**config.mk**
```make
export PLATFORM = sky130hd
export DESIGN_NAME = ioctl_mem_loader
export DESIGN_NICKNAME = d
export VERILOG_FILES = /design/src/rtl/altair_pkg.sv /design/src/rtl/loader_fifo.sv /design/src/rtl/ioctl_mem_loader.sv
export SDC_FILE = /design/constraint.sdc
export NUM_CORES = 1
export LEC_CHECK = 0
export BUFFER_PORTS_ARGS = -buffer_cell sky130_fd_sc_hd__clkbuf_2
export CORE_MARGIN = 1.5
export CORE_UTILIZATION = 50
export DETAILED_ROUTE_END_ITERATION = 8
export HOLD_SLACK_MARGIN = 0.05
export PLACE_DENSITY = 0.71
export SLEW_MARGIN = 20
export SYNTH_ARGS = -nofsm -noshare
export SYNTH_HDL_FRONTEND = slang
export SYNTH_SLANG_ARGS = --single-unit
```
**constraint.sdc**
```tcl
create_clock -name clk -period 3.4 [get_ports clk]
set_clock_uncertainty 0.1 [all_clocks]
set_input_delay 0.68 -clock clk [delete_from_list [all_inputs] [get_ports clk]]
set_output_delay 0.68 -clock clk [all_outputs]
set_load 0.005 [all_outputs]
```
**src/rtl/altair_pkg.sv**
```systemverilog
// Shared types and constants for the ioctl image loader.
package altair_pkg;
  typedef enum logic [1:0] {IDLE, LOAD, DRAIN, DONE} loader_state_t;
  localparam int LOADER_ADDR_W = 13;
endpackage

```
**src/rtl/loader_fifo.sv**
```systemverilog
// Small synchronous FIFO buffering {address, byte} pairs between the host stream and RAM.
module loader_fifo #(
  parameter int WIDTH = 21,
  parameter int DEPTH = 4
) (
  input  logic                     clk,
  input  logic                     reset,
  input  logic                     flush,
  input  logic                     push,
  input  logic                     pop,
  input  logic [WIDTH-1:0]         din,
  output logic [WIDTH-1:0]         dout,
  output logic [$clog2(DEPTH):0]   count,
  output logic                     full,
  output logic                     empty
);
  localparam int PW = $clog2(DEPTH);

  logic [WIDTH-1:0] mem [DEPTH];
  logic [PW-1:0]    wr_ptr;
  logic [PW-1:0]    rd_ptr;
  logic             do_push;
  logic             do_pop;

  assign full    = (count == (PW+1)'(DEPTH));
  assign empty   = (count == '0);
  assign do_push = push && !full;
  assign do_pop  = pop && !empty;
  assign dout    = mem[rd_ptr];

  always_ff @(posedge clk) begin
    if (reset || flush) begin
      wr_ptr <= '0;
      rd_ptr <= '0;
      count  <= '0;
    end else begin
      if (do_push) wr_ptr <= wr_ptr + 1'b1;
      if (do_pop)  rd_ptr <= rd_ptr + 1'b1;
      count <= count + (PW+1)'(do_push) - (PW+1)'(do_pop);
    end
  end

  // Storage carries data only, so it is left out of reset.
  always_ff @(posedge clk) begin
    if (do_push) mem[wr_ptr] <= din;
  end
endmodule

```
**src/rtl/ioctl_mem_loader.sv**
```systemverilog
// Streams a host ioctl image into the main RAM window, holding the CPU in reset while loading.
module ioctl_mem_loader
  import altair_pkg::*;
#(
  parameter int ADDR_WIDTH = LOADER_ADDR_W,
  parameter int FIFO_DEPTH = 4
) (
  input  logic                  clk,
  input  logic                  reset,
  input  logic                  ioctl_download,
  input  logic                  ioctl_wr,
  input  logic [24:0]           ioctl_addr,
  input  logic [7:0]            ioctl_dout,
  output logic                  ioctl_wait,
  input  logic                  mem_busy,
  output logic                  mem_we,
  output logic [ADDR_WIDTH-1:0] mem_addr,
  output logic [7:0]            mem_data,
  output logic                  cpu_hold,
  output logic                  rom_loaded,
  output logic                  load_error,
  output logic [ADDR_WIDTH:0]   byte_count,
  output logic [7:0]            checksum
);
  localparam int FW = ADDR_WIDTH + 8;
  localparam int CW = $clog2(FIFO_DEPTH) + 1;
  localparam logic [ADDR_WIDTH:0] COUNT_MAX = {1'b1, {ADDR_WIDTH{1'b0}}};

  loader_state_t          state, state_next;
  logic                   prev_download;
  logic                   armed;
  logic                   rise, fall;
  logic                   active, next_active;
  logic                   load_entry;
  logic                   wr_ok, in_window, push, wr_err, commit;
  logic [FW-1:0]          fifo_din, fifo_dout;
  logic [CW-1:0]          fifo_count, count_next;
  logic                   fifo_full, fifo_empty;
  logic [ADDR_WIDTH-1:0]  mem_addr_q;
  logic [7:0]             mem_data_q;

  // A rise only counts once download has been seen low since reset, so a
  // transfer interrupted by reset is not picked up again halfway through.
  assign rise        = ioctl_download && !prev_download && armed;
  assign fall        = !ioctl_download && prev_download;
  assign active      = (state == LOAD) || (state == DRAIN);
  assign next_active = (state_next == LOAD) || (state_next == DRAIN);
  assign load_entry  = rise && ((state == IDLE) || (state == DONE));

  assign wr_ok     = (state == LOAD) && ioctl_wr;
  assign in_window = (ioctl_addr[24:ADDR_WIDTH] == '0);
  assign push      = wr_ok && in_window && !fifo_full;
  assign wr_err    = wr_ok && (!in_window || fifo_full);
  assign commit    = active && !fifo_empty && !mem_busy;
  assign fifo_din  = {ioctl_addr[ADDR_WIDTH-1:0], ioctl_dout};

  assign count_next = load_entry ? '0 : fifo_count + CW'(push) - CW'(commit);

  loader_fifo #(
    .WIDTH (FW),
    .DEPTH (FIFO_DEPTH)
  ) u_fifo (
    .clk   (clk),
    .reset (reset),
    .flush (load_entry),
    .push  (push),
    .pop   (commit),
    .din   (fifo_din),
    .dout  (fifo_dout),
    .count (fifo_count),
    .full  (fifo_full),
    .empty (fifo_empty)
  );

  always_comb begin
    state_next = state;
    case (state)
      IDLE:    if (rise) state_next = LOAD;
      LOAD:    if (fall) state_next = DRAIN;
      DRAIN:   if (fifo_empty) state_next = DONE;
      DONE:    if (rise) state_next = LOAD;
      default: state_next = IDLE;
    endcase
  end

  // RAM write port is combinational so mem_we can never overlap mem_busy.
  assign mem_we   = commit;
  assign mem_addr = commit ? fifo_dout[FW-1:8] : mem_addr_q;
  assign mem_data = commit ? fifo_dout[7:0]    : mem_data_q;

  always_ff @(posedge clk) begin
    if (reset) begin
      state         <= IDLE;
      prev_download <= 1'b0;
      armed         <= 1'b0;
      cpu_hold      <= 1'b0;
      ioctl_wait    <= 1'b0;
      rom_loaded    <= 1'b0;
      load_error    <= 1'b0;
      byte_count    <= '0;
      checksum      <= '0;
      mem_addr_q    <= '0;
      mem_data_q    <= '0;
    end else begin
      state         <= state_next;
      prev_download <= ioctl_download;
      armed         <= armed || !ioctl_download;
      cpu_hold      <= next_active;
      ioctl_wait    <= next_active && (count_next >= CW'(FIFO_DEPTH - 1));
      if (load_entry) begin
        rom_loaded <= 1'b0;
        load_error <= 1'b0;
        byte_count <= '0;
        checksum   <= '0;
      end else begin
        if (state == DRAIN && state_next == DONE) rom_loaded <= 1'b1;
        if (wr_err) load_error <= 1'b1;
        if (commit) begin
          if (byte_count != COUNT_MAX) byte_count <= byte_count + 1'b1;
          checksum   <= checksum + fifo_dout[7:0];
          mem_addr_q <= fifo_dout[FW-1:8];
          mem_data_q <= fifo_dout[7:0];
        end
      end
    end
  end
endmodule

```
; ---- After elaboration in Yosys (flattened, before gate mapping)
; Memories as Yosys holds them, arrays and structs flattened. A register that Yosys moved wholly into a read port is not among the register bits.
; Cells that the tools add are included.
[op_classes]
n_addsub = 8
n_mul = 0
n_div = 0
n_lt_le_gt_ge = 1
eq_ne = 8
shift = 0
muxes = 11
bitwise_logic = 0
n_reduce_logical = 32
[op_table]
columns = op, n
row1 = $add 14x1->14 const B, 1
row2 = $logic_and 1x1->1, 14
row3 = $ne 14x14->1 const B, 1
row4 = $mux 13, 1
row5 = $logic_not 12->1, 1
row6 = $mux 2, 5
row7 = $add 8x8->8, 1
row8 = $eq 2x2->1 const B, 4
row9 = $mux 8, 1
row10 = $add 3x1->3, 2
row11 = $logic_not 1->1, 6
row12 = $logic_or 1x1->1, 6
row13 = $pmux 2 s3, 1
row14 = $sub 3x1->3, 2
row15 = $add 2x1->2 const B, 2
row16 = $eq 2x1->1 const B, 2
row17 = $reduce_or 2->1, 2
row18 = $eq 3x3->1 const B, 1
row19 = $ge 3x2->1 const B, 1
row20 = $logic_not 3->1, 1
row21 = $mux 3, 1
row22 = $logic_not 2->1, 1
row23 = $mux 1, 2
row24 = $reduce_and 2->1, 1
[word_totals]
register_bits = 58
latch_bits = 0
mem_bits_rw = 84
romBits = 0
output_inout_bits = 48
n_memories = 1
[mem_list]
columns = name, words, width, read_ports, rd_ports_with_merged_regs, write_ports, line_no
row1 = u_fifo.mem, 4, 21, 1, 1, 1, loader_fifo.sv:19  ; logic [WIDTH-1:0] mem [DEPTH];

; ---- Longest topological paths before layout
; Gate-level depths: netlist (run 1).
[depth]
word_depth = 9
depth_mapped = 15
ltp_nobuf = 13

; ---- Modules after synthesis
; From an unflattened synthesis (run 1), not the netlist that was laid out.
[hier_totals]
cells_unflattened = 488
hier_area_um2 = 6103.4
[modules_own_cells]
columns = mod, instances, cells_each, area_each_um2
row1 = loader_fifo, 1, 159, 3504.6
row2 = ioctl_mem_loader, 1, 329, 2598.7

; ---- Worst setup path before layout (run 1)
; OpenSTA, ideal clock, no wires.
[synth_path]
kind = register -> register
from = reg state[0]
to = reg ioctl_wait
t_arrival_ns = 2.540
required_time_ns = 3.172
path_slack_ns = 0.632
stages_incl_launch_ff = 16
path_buffers = 2
cell_sequence = dfxtp_1 > inv_1 > ha_1 > nor2_1 > nand2b_1 > buf_2 > clkbuf_1 > inv_1 > ha_1 > inv_1 > ha_1 > inv_1 > fa_1 > xor2_1 > o21ai_0 > nor2_1
[synth_via]
elab_cells_between_ends = 25
cone_classes = add/sub (2) / order compare (1) / eq/ne (5) / mux (5) / reduce/logical (12)
[synth_rtl]
columns = element, line_no
row1 = start: declaration, ioctl_mem_loader.sv:29  ; loader_state_t state, state_next;
row2 = start signal: assignment, ioctl_mem_loader.sv:105  ; state <= state_next;
row3 = $eq 2x1->1 or $eq 2x2->1 (tied branches), ioctl_mem_loader.sv:46  ; assign active = (state == LOAD) || (state == DRAIN);
row4 = $logic_or 1x1->1 *, ioctl_mem_loader.sv:46
row5 = $logic_and 1x1->1 * (2 in series), ioctl_mem_loader.sv:54  ; assign commit = active && !fifo_empty && !mem_busy;
row6 = via mem_we, ioctl_mem_loader.sv:16  ; output logic mem_we,
row7 = $sub 3x1->3 *, ioctl_mem_loader.sv:57  ; assign count_next = load_entry ? '0 : fifo_count + CW'(push) - CW'(commit);
row8 = $mux 3 *, ioctl_mem_loader.sv:57
row9 = $ge 3x2->1 *, ioctl_mem_loader.sv:109  ; ioctl_wait <= next_active && (count_next >= CW'(FIFO_DEPTH - 1));
row10 = $logic_and 1x1->1 *, ioctl_mem_loader.sv:109
row11 = end signal: assignment, ioctl_mem_loader.sv:109
row12 = end: declaration, ioctl_mem_loader.sv:14  ; output logic ioctl_wait,
; Mark *: on every way through the listed nets, which the timed path passes. The rest lies on a longest branch.
; A chain may end at the register's enable or synchronous reset.

==> impl_metrics.csv, run 1 <==
group,metric,value,unit
detailed_routing,met1Wirelength,5130,µm
floorplanning,dieArea,12500,µm²
grt,grt_antenna_before_repair,0,
setup_path,startpoint_type,"flip-flop",
floorplanning,placeableCoreArea,11500,µm²
detailed_routing,dr.pass1.iters,7,
min_path,hp-class,"reg -> reg",
logic_synthesis,ys_seq_elements,144,
sta,max_clock_freq,0.315,GHz
logic_synthesis,postSynthCellCount,469,
setup_path,cp_max_fo,11,
setup_path,crit_type,"reg -> out",
logic_synthesis,yosysSeqAreaShare,0.627,
setup_path,crit_arrival,2.40,ns
logic_synthesis,yosysUniqueCellTypes,43,
clock_network,cts_buffers,17,
floorplanning,num_rows,39,
grt,grt_max_degree,34,
logic_synthesis,yosysTopAreaCellShare,0.425,
place,dp_hpwl,8030,µm
sta,hold_violations,0,
sta,setup_viol,0,
place,port_buffers,85,
detailed_routing,postRouteAntennaNets,0,
power_and_ir_drop,powerDensity,566,nW/µm²
floorplanning,start_util,0.516,
grt,grt_pass1_wl,19500,µm
clock_network,cts_root_buf,"clkbuf_16",
logic_synthesis,synth_nets,531,
clock_network,cts_max_level,4,
power_and_ir_drop,power,4.08,mW
floorplanning,fp.dieH,112,µm
cells_and_area,mostFrequentLayoutCell,"clkbuf_2",
sta,min_period,3.18,ns
job,drv_cap,0,
logic_synthesis,ys.flop_type,"edfxtp_1",
grt,grt_use_total,0.206,
sta,relSlewSlack,0.634,
detailed_routing,top_layer,"met4",
setup_path,cp.required,2.62,ns
logic_synthesis,synth_area,5940,µm²
detailed_routing,drc,18,
setup_path,ff2ff_setup_slack,0.48,ns
clock_network,holdBufCountCts,0,
power_and_ir_drop,irDropWorstVdd,0.364,mV
detailed_routing,drtIter0Drc,306,
detailed_routing,wl_met2,6020,µm
place,placed_cell_area,6570,µm²
floorplanning,ioPinCount,86,
logic_synthesis,synthArstFlopShare,0,
cells_and_area,nets,631,
cells_and_area,diodes,0,
logic_synthesis,synth_area_leaders,"edfxtp_1, dfxtp_1, mux4_2",
floorplanning,die_x,112,µm
sta,maxSlewViolCount,0,
clock_network,clkLatencyLatePin,0.42,ns
grt,grt-ovfl-total,0,
run_status,status,"finished, violations left",
clock_network,post-cts-setup-buffer-count,0,
detailed_routing,avgViaCountPerCell,5.39,
cells_and_area,drive_above_1_share,0.256,
cells_and_area,final_cell_mix,"clkbuf_2, edfxtp_1, nand2_1",
logic_synthesis,synth_top_cell_by_area,"edfxtp_1",
clock_network,clockBufferDepth,2,
detailed_routing,via_count,3907,
detailed_routing,wl_met3,795,µm
clock_network,cts_sinks,144,
sta,min_period_over_period,0.934,
cells_and_area,syn_to_final_growth,21.4,%
place,place.gp.congestion,0.783,
grt,grt_pass1_vias,3892,
clock_network,cts_resized,0,
sta,worst_pin_slew,0.548,ns
detailed_routing,drt-total-wl,12200,µm
run_status,failed_checks,"DRC",
logic_synthesis,ys_warn_count,0,
clock_network,cts.reportedPaths.clkPinSlew,0.06,ns
power_and_ir_drop,leakagePower,2.84,nW
cells_and_area,post-route-util,0.626,
detailed_routing,routedWlPerCell,16.8,µm
clock_network,cts_tree,"built",
sta,fin_setup_tns,0,ns
cells_and_area,fin_area,7210,µm²
sta,rsz0062_at_grt,"false",
setup_path,worstSetupEndpointType,"primary output",
logic_synthesis,synth-edff-count,84,
logic_synthesis,postSynthAreaPerCell,12.7,µm²
[worst max-delay path, stage by stage, from the launching register on]
cell and delay, ns:
dfxtp_1 0.57, buf_4 0.25, buf_4 0.27, mux4_2 0.59
nand2_1 0.09, nand2_1 0.07, clkbuf_2 0.12
[final timing paths]
check                                                 start                          end  cells after the start
worst min-delay path            mem_addr_q[12]$_SDFFE_PP0N_  mem_addr_q[12]$_SDFFE_PP0N_                      2
worst max register to register                    flip-flop     checksum[7]$_SDFFE_PP0N_                      7
worst max-delay path                              flip-flop                  mem_data[7]                      6
worst min register to register  mem_addr_q[12]$_SDFFE_PP0N_  mem_addr_q[12]$_SDFFE_PP0N_                      2
[layout make-up]
| type | count | area, µm² |
|---|---|---|
| Clock buffer | 21 | 450 |
| Clock inverter | 11 | 186 |
| Fill cell | 905 | 4310 |
| Multi-Input combinational cell | 288 | 2060 |
| Tap cell | 143 | 179 |
| Timing Repair Buffer | 99 | 531 |
| Sequential cell | 144 | 3720 |
| Inverter | 19 | 71.3 |
[layer usage]
layer | up-vias | GRT usage
li1 | 1883 | -
met1 | 1888 | 0.254
met2 | 118 | 0.349
met3 | 18 | 0.0441
met4 | 0 | 0.0979
met5 | - | 0
[registers in the layout (all words and copies together) (netlist names), 2 cells and up, named ones only]
signal         flops
byte_count        14
checksum           8
mem_addr_q        13
mem_data_q         8
state              2
u_fifo.count       3
u_fifo.mem        84
u_fifo.rd_ptr      2
u_fifo.wr_ptr      2
[through the flow]
stage,instances,worst slack [ns],hold slack [ns]
finish,725,0.224,0.363
global route,725,0.00976,0.378
CTS,725,0.164,0.364
detailed placement,693,0.490,0.356
global placement,693,0.518,0.346
floorplan,469,0.632,0.339
[Yosys cell counts (4+ instances only)]
library cell / number
xnor2_1: 5
buf_2: 5
edfxtp_1: 84
ha_1: 21
a21oi_1: 34
nor3_1: 5
dfxtp_1: 60
xor2_1: 14
clkbuf_1: 9
and3_1: 4
nand2_1: 77
nor2b_1: 10
nand3_1: 8
nand4_1: 8
nor2_1: 30
mux4_2: 21
and2_1: 6
inv_1: 17
o21ai_0: 9
[logic make-up (layout without fill, tap and decap cells)]
kind of cell	after synthesis	count (layout)	share of synthesized area
AO/OA/AOI/OAI	58	58	0.0546
XOR/XNOR	19	19	0.0280
adder cells (fa/ha/maj)	24	24	0.0544
buffers and inverters	37	150	0.0251
flip-flops	144	144	0.627
multiplexers	21	21	0.0797
AND/OR/NAND/NOR	166	166	0.131
[where the power goes]
| group | internal (mW) | total (mW) | switching [mW] |
|---|---|---|---|
| Sequential | 1.86 | 1.88 | 0.0152 |
| Combinational | 0.0910 | 0.209 | 0.118 |
| Clock | 1.31 | 1.99 | 0.674 |
| Total | 3.27 | 4.08 | 0.807 |
(Power assumes the default switching activity.)
==> run 2: changes to the inputs <==
Settings changed: CORE_UTILIZATION 50 to 55, PLACE_DENSITY 0.71 to 0.77.
==> impl_metrics.csv, run 2 (same netlist as run 1, synthesis figures left out) <==
group,metric,value,unit
detailed_routing,avgViaCountPerCell,5.49,
setup_path,crit_chain,"inv_1 -> ha_1 -> nor2_2 -> nand2b_1 -> inv_6 -> buf_4 -> nand2_1 -> nand2_1 -> clkbuf_2",
floorplanning,dieArea,11400,µm²
clock_network,cts_tree,"built",
setup_path,startpoint,"state[0]$_SDFF_PP0_",
clock_network,cts_root_buf,"clkbuf_8",
clock_network,holdBufCountCts,0,
cells_and_area,final_cell_count_no_fill,719,
cells_and_area,regMostFlops,"u_fifo.mem",
cells_and_area,final_cell_mix,"clkbuf_2, edfxtp_1, nand2_1",
clock_network,cts_max_level,4,
cells_and_area,nets,632,
sta,worst_pin_slew,1.08,ns
power_and_ir_drop,power_frac_comb,0.056,
setup_path,cpMostUsedCell,"nand2_1",
grt,grt_pass1_wl,19600,µm
power_and_ir_drop,leakagePower,2.84,nW
job,drv_cap,0,
clock_network,cts_buffers,17,
place,place_ws,0.401,ns
setup_path,cp_max_fo,20,
sta,setup_viol,0,
grt,grt_pass1_vias,3836,
grt,grt_antenna_before_repair,0,
place,dp.cells,687,
place,place.gp.congestion,0.909,
sta,maxSlewViolCount,0,
power_and_ir_drop,powerDensity,550,nW/µm²
clock_network,cts_sinks,144,
detailed_routing,drtIter0Drc,298,
detailed_routing,via_count,3948,
sta,fin_setup_tns,0,ns
setup_path,slowest_stage,"dfxtp_1",
clock_network,clockBufferDepth,2,
setup_path,startpoint_type,"flip-flop",
detailed_routing,routedWlPerCell,17.4,µm
floorplanning,ioPinCount,86,
setup_path,worstSetupEndpointType,"primary output",
grt,grt_use_total,0.232,
setup_path,ff2ff_setup_slack,0.41,ns
min_path,hold_start,"ioctl_addr[1]",
detailed_routing,dr.pass1.iters,5,
sta,min_period,3.16,ns
power_and_ir_drop,p_switching,0.867,mW
setup_path,cp.required,2.62,ns
sta,hold_violations,0,
clock_network,cts.reportedPaths.clkPinSlew,0.06,ns
place,dp_hpwl,8040,µm
power_and_ir_drop,seq_power_share,0.476,
floorplanning,fp.dieH,107,µm
floorplanning,num_rows,37,
setup_path,rr_worst_depth,8,
cells_and_area,syn_to_final_growth,20.9,%
grt,grt-ovfl-total,0,
place,port_buffers,85,
grt,grt_max_degree,28,
floorplanning,placeableCoreArea,10400,µm²
setup_path,rr_endpoint,"checksum[7]$_SDFFE_PP0N_",
sta,min_period_over_period,0.930,
sta,setup_slack,0.237,ns
power_and_ir_drop,switching_share,0.220,
setup_path,slowest_delay,0.38,ns
detailed_routing,drt-total-wl,12500,µm
detailed_routing,drc,0,
sta,rsz0062_at_grt,"false",
setup_path,cp_top_family,"buffers and inverters",
cells_and_area,drive_above_1_share,0.268,
power_and_ir_drop,irDropWorstVdd,0.470,mV
clock_network,clkLatencyLatePin,0.51,ns
power_and_ir_drop,p_int,3.08,mW
detailed_routing,postRouteAntennaNets,0,
floorplanning,die_x,107,µm
cells_and_area,largest_register_ff_count,84,
cells_and_area,largestRegisters,"u_fifo.mem (84), byte_count (14), mem_addr_q (13)",
min_path,hp-class,"in -> reg",
cells_and_area,mostFrequentLayoutCell,"clkbuf_2",
setup_path,crit_type,"reg -> out",
setup_path,crit_buf_inv,4,
setup_path,crit_arrival,2.38,ns
setup_path,cp.depth,9,
floorplanning,start_util,0.570,
setup_path,cp-endpoint,"mem_addr[4]",
sta,relSlewSlack,0.281,
sta,max_clock_freq,0.316,GHz
power_and_ir_drop,p_clk_frac,0.468,
cells_and_area,diodes,0,
run_status,status,"finished, final reports clean",
run 2: cell count changes in the layout (fill, tap and decap cells not counted), moves of 2 or more:
cell and delta:
bufinv_16 -3, clkinv_4 +2, inv_6 +5, clkbuf_1 -2
clkinv_1 -2
run 2: metrics by stage:
| step | total power [mW] | util | instance area, µm² | hold slack [ns] |
|---|---|---|---|---|
| floorplan | 2.04 | - | 5940 | 0.339 |
| global placement | 2.12 | 0.631 | 6570 | 0.345 |
| detailed placement | 2.13 | 0.631 | 6570 | 0.356 |
| CTS | 3.97 | 0.688 | 7170 | 0.266 |
| global route | 4.07 | 0.689 | 7180 | 0.262 |
| finish | 3.95 | 0.689 | 7180 | 0.285 |
run 2: worst min-delay path by stage:
| stage | endpoint | slack [ns] | cells after the start |
|---|---|---|---|
| after detailed placement | mem_data_q[3]$_SDFFE_PP0N_ | 0.36 | 2 |
| final | u_fifo.mem[0][9]$_DFFE_PP_ | 0.29 | 1 |
| after global placement | load_error$_SDFFE_PP0P_ | 0.35 | 2 |
| after CTS | u_fifo.mem[0][9]$_DFFE_PP_ | 0.27 | 1 |
| after floorplan | armed$_SDFF_PP0_ | 0.34 | 2 |
| after global routing | u_fifo.mem[2][11]$_DFFE_PP_ | 0.26 | 1 |
run 2: what timing repair did:
item,CTS,global route
endpoints found under the setup margin,0,18
buffers inserted,0,0
gates resized for setup,0,5
run 2: layout make-up:
cell class	count	area, µm²
clock buffers	20	457
clock inverters	12	145
multi-input cells	288	2070
fillers	720	3240
repair buffers	100	538
flip-flops and latches	144	3720
well taps	136	170
inverters	19	76.3
run 2: per-layer routing:
layer  track usage  vias up  share of wire
li1              -     1889              -
met1         0.306     1917           0.42
met2         0.385      130           0.51
met3        0.0505       12          0.053
met4        0.0762        0          0.013
met5             0        -              0
run 2: power by group through the flow:
stage	clock, mW	combinational [mW]	sequential (mW)
2_1_floorplan	0	0.131	1.91
3_3_place_gp	0	0.205	1.91
3_5_place_dp	0	0.216	1.92
4_1_cts	1.88	0.218	1.88
5_1_grt	1.94	0.246	1.88
6_report	1.85	0.220	1.88
==> run 3: changes to the inputs <==
Settings changed: BUFFER_PORTS_ARGS -buffer_cell sky130_fd_sc_hd__clkbuf_2 to unset, CTS_CLUSTER_DIAMETER set to 40, DONT_BUFFER_PORTS set to 1, PLACE_DENSITY 0.77 to 0.7, SLEW_MARGIN 20 to unset.
==> impl_metrics.csv, run 3 (same netlist as run 1, synthesis figures left out) <==
group,metric,value,unit
cells_and_area,final_cell_count_no_fill,631,
sta,maxSlewViolCount,0,
floorplanning,fp.dieH,107,µm
cells_and_area,largest_register_ff_count,84,
floorplanning,die_x,107,µm
clock_network,post-cts-setup-buffer-count,0,
sta,hold_violations,0,
setup_path,crit_chain,"inv_1 -> ha_1 -> nor2_1 -> nand2b_1 -> inv_2 -> buf_4 -> nand2_1 -> nand2_1",
floorplanning,start_util,0.570,
power_and_ir_drop,seq_power_share,0.487,
clock_network,holdBufCountCts,0,
detailed_routing,avgViaCountPerCell,5.78,
power_and_ir_drop,p_switching,0.825,mW
sta,min_period_over_period,0.947,
power_and_ir_drop,p_clk_frac,0.471,
power_and_ir_drop,power,3.87,mW
detailed_routing,via_count,3647,
sta,max_clock_freq,0.311,GHz
sta,fin_setup_tns,0,ns
clock_network,clkLatencyLatePin,0.52,ns
clock_network,cts_root_buf,"clkbuf_8",
setup_path,worstSetupEndpointType,"primary output",
setup_path,crit_arrival,2.44,ns
grt,grt_pass1_vias,3663,
power_and_ir_drop,switching_share,0.213,
clock_network,cts_buffers,17,
floorplanning,dieArea,11400,µm²
cells_and_area,fill_cells,781,
place,port_buffers,0,
setup_path,startpoint_type,"flip-flop",
sta,worst_pin_slew,0.646,ns
cells_and_area,final_cell_mix,"edfxtp_1, nand2_1, dfxtp_1",
cells_and_area,drive_above_1_share,0.133,
setup_path,cp.required,2.62,ns
detailed_routing,postRouteAntennaNets,0,
clock_network,cts_tree,"built",
power_and_ir_drop,irDropWorstVdd,0.472,mV
setup_path,cp_top_family,"buffers and inverters",
place,dp_hpwl,7460,µm
place,dp.cells,599,
cells_and_area,regMostFlops,"u_fifo.mem",
place,place.gp.congestion,0.896,
run_status,status,"finished, final reports clean",
floorplanning,num_rows,37,
power_and_ir_drop,leakagePower,2.43,nW
setup_path,crit_buf_inv,3,
power_and_ir_drop,p_int,3.04,mW
cells_and_area,nets,544,
grt,grt-ovfl-total,0,
clock_network,clockBufferDepth,2,
detailed_routing,drtIter0Drc,252,
grt,grt_use_total,0.215,
setup_path,slowest_stage,"dfxtp_1",
power_and_ir_drop,powerDensity,576,nW/µm²
clock_network,cts.reportedPaths.clkPinSlew,0.06,ns
cells_and_area,diodes,0,
detailed_routing,drt-total-wl,11600,µm
min_path,hp-class,"in -> reg",
setup_path,cpMostUsedCell,"nand2_1",
clock_network,cts_max_level,4,
setup_path,crit_type,"reg -> out",
sta,setup_viol,0,
floorplanning,ioPinCount,86,
clock_network,cts_sinks,144,
detailed_routing,drc,0,
sta,relSlewSlack,0.569,
job,drv_cap,0,
sta,rsz0062_at_grt,"false",
grt,grt_antenna_before_repair,0,
grt,grt_max_degree,34,
cells_and_area,largestRegisters,"u_fifo.mem (84), byte_count (14), mem_addr_q (13)",
cells_and_area,syn_to_final_growth,13.0,%
detailed_routing,dr.pass1.iters,5,
power_and_ir_drop,power_frac_comb,0.042,
sta,min_period,3.22,ns
setup_path,cp_max_fo,20,
cells_and_area,mostFrequentLayoutCell,"edfxtp_1",
grt,grt_pass1_wl,18200,µm
setup_path,slowest_delay,0.39,ns
detailed_routing,routedWlPerCell,18.3,µm
floorplanning,placeableCoreArea,10400,µm²
clock_network,cts_resized,0,
[run 3: cell count changes in the layout (fill, tap and decap cells not counted), sizes merged]
| cell | change |
|---|---|
| buf | -3 |
| clkbuf | -84 |
| clkinv | -1 |
| clkinvlp | +2 |
| inv | -2 |
[run 3: layer usage]
metal | wire length [µm] | part of all wire | GRT usage
met5 | 0 | 0 | 0
met4 | 145 | 0.013 | 0.0819
met3 | 757 | 0.065 | 0.0742
met2 | 5750 | 0.50 | 0.359
met1 | 4910 | 0.42 | 0.258
[run 3: power by group through the flow]
stage               logic (mW)  registers (mW)  clock network (mW)
finish                   0.163            1.88                1.82
global route             0.185            1.88                1.91
CTS                      0.163            1.88                1.84
detailed placement       0.158            1.92                   0
global placement         0.155            1.92                   0
floorplan                0.131            1.91                   0
[run 3: per-stage QoR]
step / area [µm²] / hold WS (ns) / util / setup slack, ns
2_1_floorplan: 5940 / 0.339 / - / 0.632
3_3_place_gp: 6120 / 0.343 / 0.588 / 0.465
3_5_place_dp: 6120 / 0.349 / 0.588 / 0.416
4_1_cts: 6710 / 0.107 / 0.644 / 0.161
5_1_grt: 6710 / 0.0979 / 0.644 / 0.00613
6_report: 6710 / 0.122 / 0.644 / 0.181
[run 3: worst paths after layout]
kind	startpoint	slack, ns	cells past startpoint	endpoint
setup / recovery	state[0]$_SDFF_PP0_	0.18	8	mem_addr[0]
hold / removal	reset	0.12	1	armed$_SDFF_PP0_
setup reg to reg	flip-flop	0.40	7	checksum[7]$_SDFFE_PP0N_
hold reg to reg	mem_addr_q[4]$_SDFFE_PP0N_	0.36	2	mem_addr_q[4]$_SDFFE_PP0N_
[run 3: area by class of cell]
type                            instances  area [µm²]  share of cell area
Clock buffer                           21         459              0.0685
Inverter                               19        71.3              0.0106
Multi-Input combinational cell        288        2060               0.308
Timing Repair Buffer                   12        90.1              0.0134
Tap cell                              136         170              0.0254
Clock inverter                         11         128              0.0190
Sequential cell                       144        3720               0.555
